### src/rtl/psum_col_drain.sv
// Per-column partial-sum FIFOs drained as complete, column-aligned rows.
// A row pops only when every lane holds at least one entry.
module psum_col_drain #(
   parameter int col     = 8,
   parameter int bw_psum = 20,
   parameter int depth   = 8,
   parameter int ptr_bw  = 3
) (
   input  logic                   clk,
   input  logic                   reset,
   input  logic [col-1:0]         fifo_wr,
   input  logic [bw_psum*col-1:0] in_data,
   input  logic                   flush,
   input  logic                   out_ready,
   output logic                   out_valid,
   output logic [bw_psum*col-1:0] out_data,
   output logic                   o_full,
   output logic                   o_empty,
   output logic                   overflow
);

   localparam logic [ptr_bw:0] full_cnt = (ptr_bw+1)'(depth);

   logic [bw_psum-1:0] mem [col][depth];
   logic [ptr_bw-1:0]  wptr [col];
   logic [ptr_bw-1:0]  rptr [col];
   logic [ptr_bw:0]    count [col];
   logic [col-1:0]     lane_full;
   logic [col-1:0]     lane_empty;
   logic [col-1:0]     wr_ok;
   logic               pop;

   // Accept/drop and pop are both decided on the pre-edge counts.
   always_comb begin
      lane_full  = '0;
      lane_empty = '0;
      for (int i = 0; i < col; i++) begin
         lane_full[i]  = (count[i] == full_cnt);
         lane_empty[i] = (count[i] == '0);
      end
      wr_ok = fifo_wr & ~lane_full & {col{~flush}};
      pop   = ~(|lane_empty) && (!out_valid || out_ready) && !flush;
   end

   assign o_full  = |lane_full;
   assign o_empty = (&lane_empty) && !out_valid;

   always_ff @(posedge clk or negedge reset) begin
      if (!reset) begin
         for (int i = 0; i < col; i++) begin
            wptr[i]  <= '0;
            rptr[i]  <= '0;
            count[i] <= '0;
         end
      end else if (flush) begin
         for (int i = 0; i < col; i++) begin
            wptr[i]  <= '0;
            rptr[i]  <= '0;
            count[i] <= '0;
         end
      end else begin
         for (int i = 0; i < col; i++) begin
            if (wr_ok[i])
               wptr[i] <= wptr[i] + 1'b1;
            if (pop)
               rptr[i] <= rptr[i] + 1'b1;
            if (wr_ok[i] && !pop)
               count[i] <= count[i] + 1'b1;
            else if (!wr_ok[i] && pop)
               count[i] <= count[i] - 1'b1;
         end
      end
   end

   // Storage needs no reset; occupancy alone decides what is valid.
   always_ff @(posedge clk) begin
      for (int i = 0; i < col; i++) begin
         if (wr_ok[i])
            mem[i][wptr[i]] <= in_data[i*bw_psum +: bw_psum];
      end
   end

   always_ff @(posedge clk or negedge reset) begin
      if (!reset) begin
         out_valid <= 1'b0;
         out_data  <= '0;
         overflow  <= 1'b0;
      end else begin
         if (!flush && |(fifo_wr & lane_full))
            overflow <= 1'b1;
         if (flush) begin
            out_valid <= 1'b0;
         end else if (pop) begin
            out_valid <= 1'b1;
            for (int i = 0; i < col; i++)
               out_data[i*bw_psum +: bw_psum] <= mem[i][rptr[i]];
         end else if (out_ready) begin
            out_valid <= 1'b0;
         end
      end
   end

endmodule

### config.mk
export PLATFORM = sky130hd
export DESIGN_NAME = psum_col_drain
export DESIGN_NICKNAME = d
export VERILOG_FILES = /design/src/rtl/psum_col_drain.sv
export SDC_FILE = /design/constraint.sdc
export NUM_CORES = 1
export LEC_CHECK = 0
export CAP_MARGIN = 40
export CELL_PAD_IN_SITES_DETAIL_PLACEMENT = 1
export CELL_PAD_IN_SITES_GLOBAL_PLACEMENT = 2
export CORE_ASPECT_RATIO = 1.4
export CORE_UTILIZATION = 49
export CTS_BUF_LIST = sky130_fd_sc_hd__clkbuf_16
export DETAILED_ROUTE_END_ITERATION = 6
export HOLD_SLACK_MARGIN = 0.15
export MAX_ROUTING_LAYER = met4
export PLACE_DENSITY = 0.83
export SLEW_MARGIN = 5
export SYNTH_ARGS = -nofsm -noshare
export SYNTH_HDL_FRONTEND = slang
export SYNTH_SLANG_ARGS = --single-unit
### constraint.sdc
create_clock -name clk -period 9.85 [get_ports clk]
set_clock_uncertainty 0.1 [all_clocks]
set_input_delay 1.4775 -clock clk [delete_from_list [all_inputs] [get_ports clk]]
set_output_delay 1.4775 -clock clk [all_outputs]
set_load 0.01 [all_outputs]
==> metrics, run 1 <==
status complete, no violations; Syn Area/Cell 19.0 µm²; starting density of the core 49.6%; WHS Endpoint overflow$_DFFE_PN0P_; Reg clk slew, reported paths 0.06 ns; Hold Startpoint overflow$_DFFE_PN0P_; maximum clock path buffer count 3; Post-synth EDFFs 1280; Worst EP arrival roughly 3.3 ns; Critical R2R Launch count[12]$_DFFE_PN0P_; Sink Count 1522; crit path capture type output pin; Power Density 233 mW/mm²; Setup violations, final 0; min Tclk post-route 4.90 ns; WHS Path Cells 1; Fin. Hold Viols 0; drt pass-1 iters 5; Top FF cell, synth edfxtp_1; pre-CTS setup slack 4.51 ns; Root Buffer clkbuf_16; Tightest Hold Check Type flop to flop; Routed WL 141 mm; maximum vdd drop 0.183 mV; CTS resizes 0; R2R setup slack 5.60 ns; Seq/Total Area, Yosys 74.9%; Cells after Synth 3125; synth warn 0; WS Path Type flop to output pin; type of origin of the critical path flop; setup bufs post-CTS 0; Post-route DRC 0; Filler Cell Count roughly 11000; vias per cell a little under 6; met3 WL 6.77 mm; first-pass GRT wire length 211 mm; crit-path cells nor4_1, nand4_1, nor4_1, clkdlybuf4s50_1; Die Y 414 µm; final period utilization between 40% and 50%; largest net degree at the start of global routing between 200 and 250; H-tree depth 4; library cells used by synthesis 48; CTS Hold Bufs 0; Critical Path Fanout Max 6; multi-input logic area 0.0143 mm²; WL met1 56.5 mm; initial antenna violation count 13; final max-slew violation count 0; Max-slew headroom about 8.5%; Die Wd 296 µm; Core Region around 0.12 mm²; Layout Nets 3736; sequential standard cell area about 0.045 mm²; maximum clock rate approximately 0.20 GHz; Critical Path RT 8.27 ns; gpl congestion 0.764; ANT nets after route 0; Detail Placement HPWL 82.7 mm; via count just over 30000; total track usage between 20% and 30%; Reg2Reg Capture Point count[7]$_DFFE_PN0P_; area grow syn2layout 17.5%; RSZ-0062 raised after global routing false; Site Rows 150; layout cells sized above 1 19.9%; CP most frequent cell nor4_1; I/O Pins 336; Crit-path slowest cell nor4_1; met2 routed WL 74.5 mm; FF-to-FF path depth 12; DRT iter0 DRCs between 2000 and 2500; syn nets 3337; CTS tree yes; Post-synth ARST share between 10% and 20%; gr ovfl total 0; Max stage delay on crit path 0.76 ns; Synth Register Bits 1522; area of the die 0.123 mm²; max_cap viols 0; Syn Std Cell Area 0.0594 mm²; Top Metal Used met4; TNS Setup 0 ns; vias in the first global route roughly 34000; drt wl/cell around 27 µm; Pleak 22.6 nW; total CTS buffers approximately 150; clk_lat worst skew 0.79 ns; Least-Margin Pin Slew 1.37 ns; Final WS setup between 4 and 5 ns; I/O Buffers 335
## critical path: cells and delay by family (launching register included)
family | cells | cell delay [ns]
buf+inv | 1 | 0.75
simple gates | 3 | 1.36
flops | 1 | 0.45
## cell type report
cell class                      instances  share of cell area [%]
Clock inverter                        118                    1.35
Tap cell                             1596                    2.86
Sequential cell                      1522                    63.7
Inverter                               25                   0.134
Antenna cell                           13                  0.0466
Multi-Input combinational cell       1390                    20.5
Timing Repair Buffer                  440                    6.00
Clock buffer                          150                    5.38
## where the power goes
| part | internal, mW | switching [mW] | total [mW] |
|---|---|---|---|
| Combinational | 1.34 | 1.49 | 2.83 |
| Sequential | 7.55 | 0.393 | 7.94 |
| Clock | 3.07 | 2.42 | 5.49 |
## cell usage in the layout, fill, tap and decap left out, types with 13 or more instances in the layout
master | Yosys | layout
a21o_1 | 14 | 14
a21oi_1 | 200 | 200
buf_4 | 3 | 101
clkbuf_16 | 0 | 150
clkdlybuf4s50_1 | 0 | 333
clkinv_1 | 0 | 25
clkinv_2 | 0 | 20
clkinvlp_4 | 0 | 15
dfrtp_1 | 242 | 230
diode_2 | 0 | 13
edfxtp_1 | 1280 | 1280
ha_1 | 32 | 32
inv_1 | 25 | 58
mux2i_1 | 166 | 166
mux4_2 | 320 | 320
nand2_1 | 82 | 82
nand2b_1 | 16 | 15
nand4_1 | 39 | 39
nor2_1 | 253 | 226
nor2_2 | 0 | 27
nor3_1 | 43 | 24
nor3_2 | 1 | 19
nor4_1 | 29 | 24
xnor2_1 | 24 | 24
xor2_1 | 16 | 16
## flip-flops by register name, indices dropped and copies added (netlist names)
name,count
count,32
mem,1280
out_data,160
out_valid,1
overflow,1
rptr,24
wptr,24
## cells in the mapped netlist, types with 4 or more instances
master	count	area (µm²)
nand4_1	39	244
or2_2	4	25.0
o2111ai_1	10	87.6
nor3_1	43	215
nor2_1	253	950
a22oi_1	4	30.0
mux4_2	320	7210
ha_1	32	400
and2_1	10	62.6
buf_1	42	158
or4b_2	5	50.1
a21o_1	14	105
a311oi_1	9	78.8
a21oi_1	200	1000
nand2_1	82	308
mux2i_1	166	1660
or3_1	12	75.1
o21ai_0	8	40.0
buf_2	36	180
a31oi_1	8	50.1
or4_1	6	45.0
nor2b_1	10	62.6
xor2_1	16	140
inv_1	25	93.8
dfrtp_1	242	6060
edfxtp_1	1280	38400
a21boi_0	8	60.1
o211ai_1	7	52.6
nand2b_1	16	100
nor4b_1	11	96.3
nor4_1	29	181
clkbuf_1	107	402
fa_1	8	160
nand3_1	11	55.1
xnor2_1	24	210
o31ai_4	7	149
## routing by layer
metal,vias up,track usage [%]
met4,0,6.51
li1,13300,-
met1,16400,29.6
met5,-,-
met3,182,4.25
met2,730,40.8
## per-stage QoR
| stage | cell area, µm² | utilization, % | instances | hold WS [ns] | power, mW |
|---|---|---|---|---|---|
| 2_1_floorplan | 59400 | - | 3125 | 0.412 | 9.41 |
| 5_1_grt | 69800 | 58.3 | 5252 | 0.410 | 16.9 |
| 3_5_place_dp | 65100 | 54.4 | 4973 | 0.366 | 10.9 |
| 3_3_place_gp | 65000 | 54.3 | 4969 | 0.367 | 10.7 |
| 6_report | 69800 | 58.3 | 5254 | 0.386 | 16.3 |
| 4_1_cts | 69800 | 58.3 | 5241 | 0.386 | 16.4 |
## cell families after synthesis
family	after synthesis	share of synthesized area (%)
flops	1522	74.9
buf+inv	213	1.44
xor+xnor	40	0.590
compound gates	283	2.90
mux	486	14.9
fa+ha+maj	40	0.943
simple gates	541	4.32
## worst max-delay path by stage
stage,startpoint,to,cells past startpoint
CTS,count[12]$_DFFE_PN0P_,o_empty,4
global placement,out_ready,count[7]$_DFFE_PN0P_,13
detailed placement,out_ready,count[7]$_DFFE_PN0P_,13
finish,count[12]$_DFFE_PN0P_,o_empty,4
floorplan,flush,mem[1][300]$_DFFE_PP_,5
global route,count[12]$_DFFE_PN0P_,o_empty,4
Power figures use the tool's default switching activity.
==> inputs of run 2 (changes only) <==
--- a/config.mk
+++ b/config.mk
@@ -9,12 +9,12 @@
 export CELL_PAD_IN_SITES_DETAIL_PLACEMENT = 1
 export CELL_PAD_IN_SITES_GLOBAL_PLACEMENT = 2
 export CORE_ASPECT_RATIO = 1.4
-export CORE_UTILIZATION = 49
+export CORE_UTILIZATION = 46
 export CTS_BUF_LIST = sky130_fd_sc_hd__clkbuf_16
 export DETAILED_ROUTE_END_ITERATION = 6
 export HOLD_SLACK_MARGIN = 0.15
 export MAX_ROUTING_LAYER = met4
-export PLACE_DENSITY = 0.83
+export PLACE_DENSITY = 0.78
 export SLEW_MARGIN = 5
 export SYNTH_ARGS = -nofsm -noshare
 export SYNTH_HDL_FRONTEND = slang
==> constraint.sdc (replaced) <==
create_clock -name clk -period 4.7 [get_ports clk]
set_clock_uncertainty 0.1 [all_clocks]
set_input_delay 0.705 -clock clk [delete_from_list [all_inputs] [get_ports clk]]
set_output_delay 0.705 -clock clk [all_outputs]
set_load 0.01 [all_outputs]
==> run 2 against run 1 <==
  * Die area increased by 6.5%
  * Register-to-register slack lost 4.8 ns
  * Clock power is 120% higher
  * Utilization shrank 3.1 points
==> metrics, run 2 (synthesized netlist as in run 1, its figures left out) <==
status complete, no violations; H-tree depth 4 (unchanged); first-pass GRT wire length 214 mm (+1.2%); vias in the first global route 34000 (+1.1%); sw frac 25.8% (-0.62 points); Worst EP arrival 3.12 ns (-0.20 ns); total track usage 22.7% (-1.3 points); Power Density 494 mW/mm² (+110%); most frequent cells in the layout edfxtp_1 (1280), clkdlybuf4s50_1 (333), mux4_2 (320); maximum clock rate between 0.2 and 0.3 GHz; crit path capture type output pin; Root Buffer clkbuf_16; I/O Buffers 335 (unchanged); Critical Path RT 3.89 ns (-4.38 ns); final core occ 55.2% (-3.1 points); starting density of the core 46.5% (-3.1 points); Site Rows 155 (+3.3%); Post-route DRC 0 (unchanged); Max-slew headroom 31.3% (+23 points); Filler Cell Count 11200 (+6.8%); Design Power 34.8 mW (+110%); Least-Margin Pin Slew 1.03 ns (-0.343 ns); Reg clk slew, reported paths 0.07 ns (about the same); gpl congestion 0.786 (+2.9%); max_cap viols 0 (unchanged); Placed Cells incl. Taps 5042 (+1.4%); Die Wd 306 µm (+3.2%); area grow syn2layout 18.7%; vias per cell 5.73 (-1.5%); DRT iter0 DRCs 1979 (-5.5%); drt wl/cell 26.4 µm (-1.2%); Detail Placement HPWL 85.4 mm (+3.3%); clk_lat worst skew 0.79 ns (about the same); FF-to-FF path depth 11 (-1); Fin. Hold Viols 0 (unchanged); Net Switching 9.00 mW (+110%); min Tclk post-route 3.93 ns; CTS tree yes; maximum vdd drop 0.445 mV (+140%); Sink Count 1522 (unchanged); fin cells 5335 (+1.5%); maximum clock path buffer count 3 (unchanged); Die Y 427 µm (+3.2%); TNS Setup 0 ns (unchanged); gr ovfl total 0 (unchanged); internal power 25.8 mW (+120%); Tightest Hold Check Type input port to flop; sequential share of power 47.8% (-1.0 points); Reg2Reg Capture Point count[11]$_DFFE_PN0P_; initial antenna violation count 15 (+2); clock network power share 35.1% (+1.3 points); Core Region 0.128 mm² (+6.7%); Routed WL 141 mm (+0.29%); final period utilization 83.6%; total CTS buffers 148 (+2.1%); area of the die 0.131 mm² (+6.5%); WHS Path Cells 2 (+1); CTS resizes 0 (unchanged); type of origin of the critical path flop; ANT nets after route 0 (unchanged); Hold Startpoint flush; Setup violations, final 0 (unchanged); Layout Nets 3757 (+0.56%); RSZ-0062 raised after global routing false; final max-slew violation count 0 (unchanged); Critical Path Fanout Max 5 (-1); WHS Endpoint rptr[2]$_DFFE_PN0P_; via count 30600 (-0.0033%); layout cells sized above 1 20.7% (+0.75 points); I/O Pins 336 (unchanged); largest net degree at the start of global routing 101 (-51%); WS Path Type flop to output pin; max reg flops 1280 (unchanged); commonest non-fill, non-tap cell in the layout edfxtp_1; Pleak 22.9 nW (+1.4%); Critical R2R Launch count[17]$_DFFE_PN0P_; combinational power share 17.1% (-0.3 points); drt pass-1 iters 5 (unchanged); R2R setup slack 0.85 ns (-4.75 ns)
[run 2: changes by cell type in the layout (fill, tap and decap cells not counted), sizes merged, moves of 5 or more]
cell and change:
clkinv +11, bufinv +10, clkbuf +5, clkinvlp -8
inv -8, buf +16
[run 2: through the flow]
stage / hold WS [ns] / worst slack, ns / instance area (µm²)
2_1_floorplan: 0.309 / 0.563 / 59400
3_3_place_gp: 0.366 / 0.933 / 65200
3_5_place_dp: 0.358 / 0.727 / 65400
4_1_cts: 0.243 / 0.716 / 70500
5_1_grt: 0.309 / 0.533 / 70500
6_report: 0.309 / 0.772 / 70500
[run 2: worst max-delay path: stages, from the launching register on]
cell and delay [ns]:
dfrtp_1 0.43, nor4_1 0.71, nand4_1 0.18, nor4_1 0.27, clkdlybuf4s50_1 0.74
[run 2: power by group through the flow]
| stage | Sequential [mW] | Combinational (mW) | Clock (mW) |
|---|---|---|---|
| floorplan | 16.9 | 2.76 | 0 |
| global placement | 16.9 | 5.63 | 0 |
| detailed placement | 16.9 | 5.98 | 0 |
| CTS | 16.7 | 6.02 | 12.6 |
| global route | 16.8 | 6.43 | 13.0 |
| finish | 16.6 | 5.95 | 12.2 |
[run 2: worst max-delay path by stage]
stage                                  to                   from  cells past startpoint  slack [ns]
floorplan           mem[1][300]$_DFFE_PP_                  flush                      5        0.56
global placement     count[7]$_DFFE_PN0P_             fifo_wr[6]                     10        0.93
detailed placement   count[7]$_DFFE_PN0P_             fifo_wr[6]                     10        0.73
CTS                               o_empty  count[17]$_DFFE_PN0P_                      4        0.72
global route                      o_empty  count[17]$_DFFE_PN0P_                      4        0.53
finish                            o_empty  count[17]$_DFFE_PN0P_                      4        0.77
[run 2: routing by layer]
layer	routed length (µm)	GRT usage, %	share of wire (%)	vias to the layer above
li1	-	-	-	13300
met1	56700	27.0	40	16300
met2	74600	39.3	53	705
met3	6520	4.31	4.6	209
met4	3130	6.82	2.2	0
met5	0	-	0	-
[run 2: cell type report]
| cell class | count | area (µm²) | share of cell area, % |
|---|---|---|---|
| clock buffers | 155 | 3880 | 5.50 |
| clock inverters | 123 | 1180 | 1.67 |
| flip-flops and latches | 1522 | 44500 | 63.1 |
| inverters | 25 | 93.8 | 0.133 |
| diodes | 14 | 35.0 | 0.0497 |
| well taps | 1648 | 2060 | 2.92 |
| multi-input cells | 1390 | 14300 | 20.3 |
| repair buffers | 458 | 4450 | 6.31 |
[run 2: timing repair]
item / 4_1_cts / 5_1_grt
setup buffers: 0 / 0
endpoints found under the hold margin: 87 / 0
hold buffers: 1 / 0
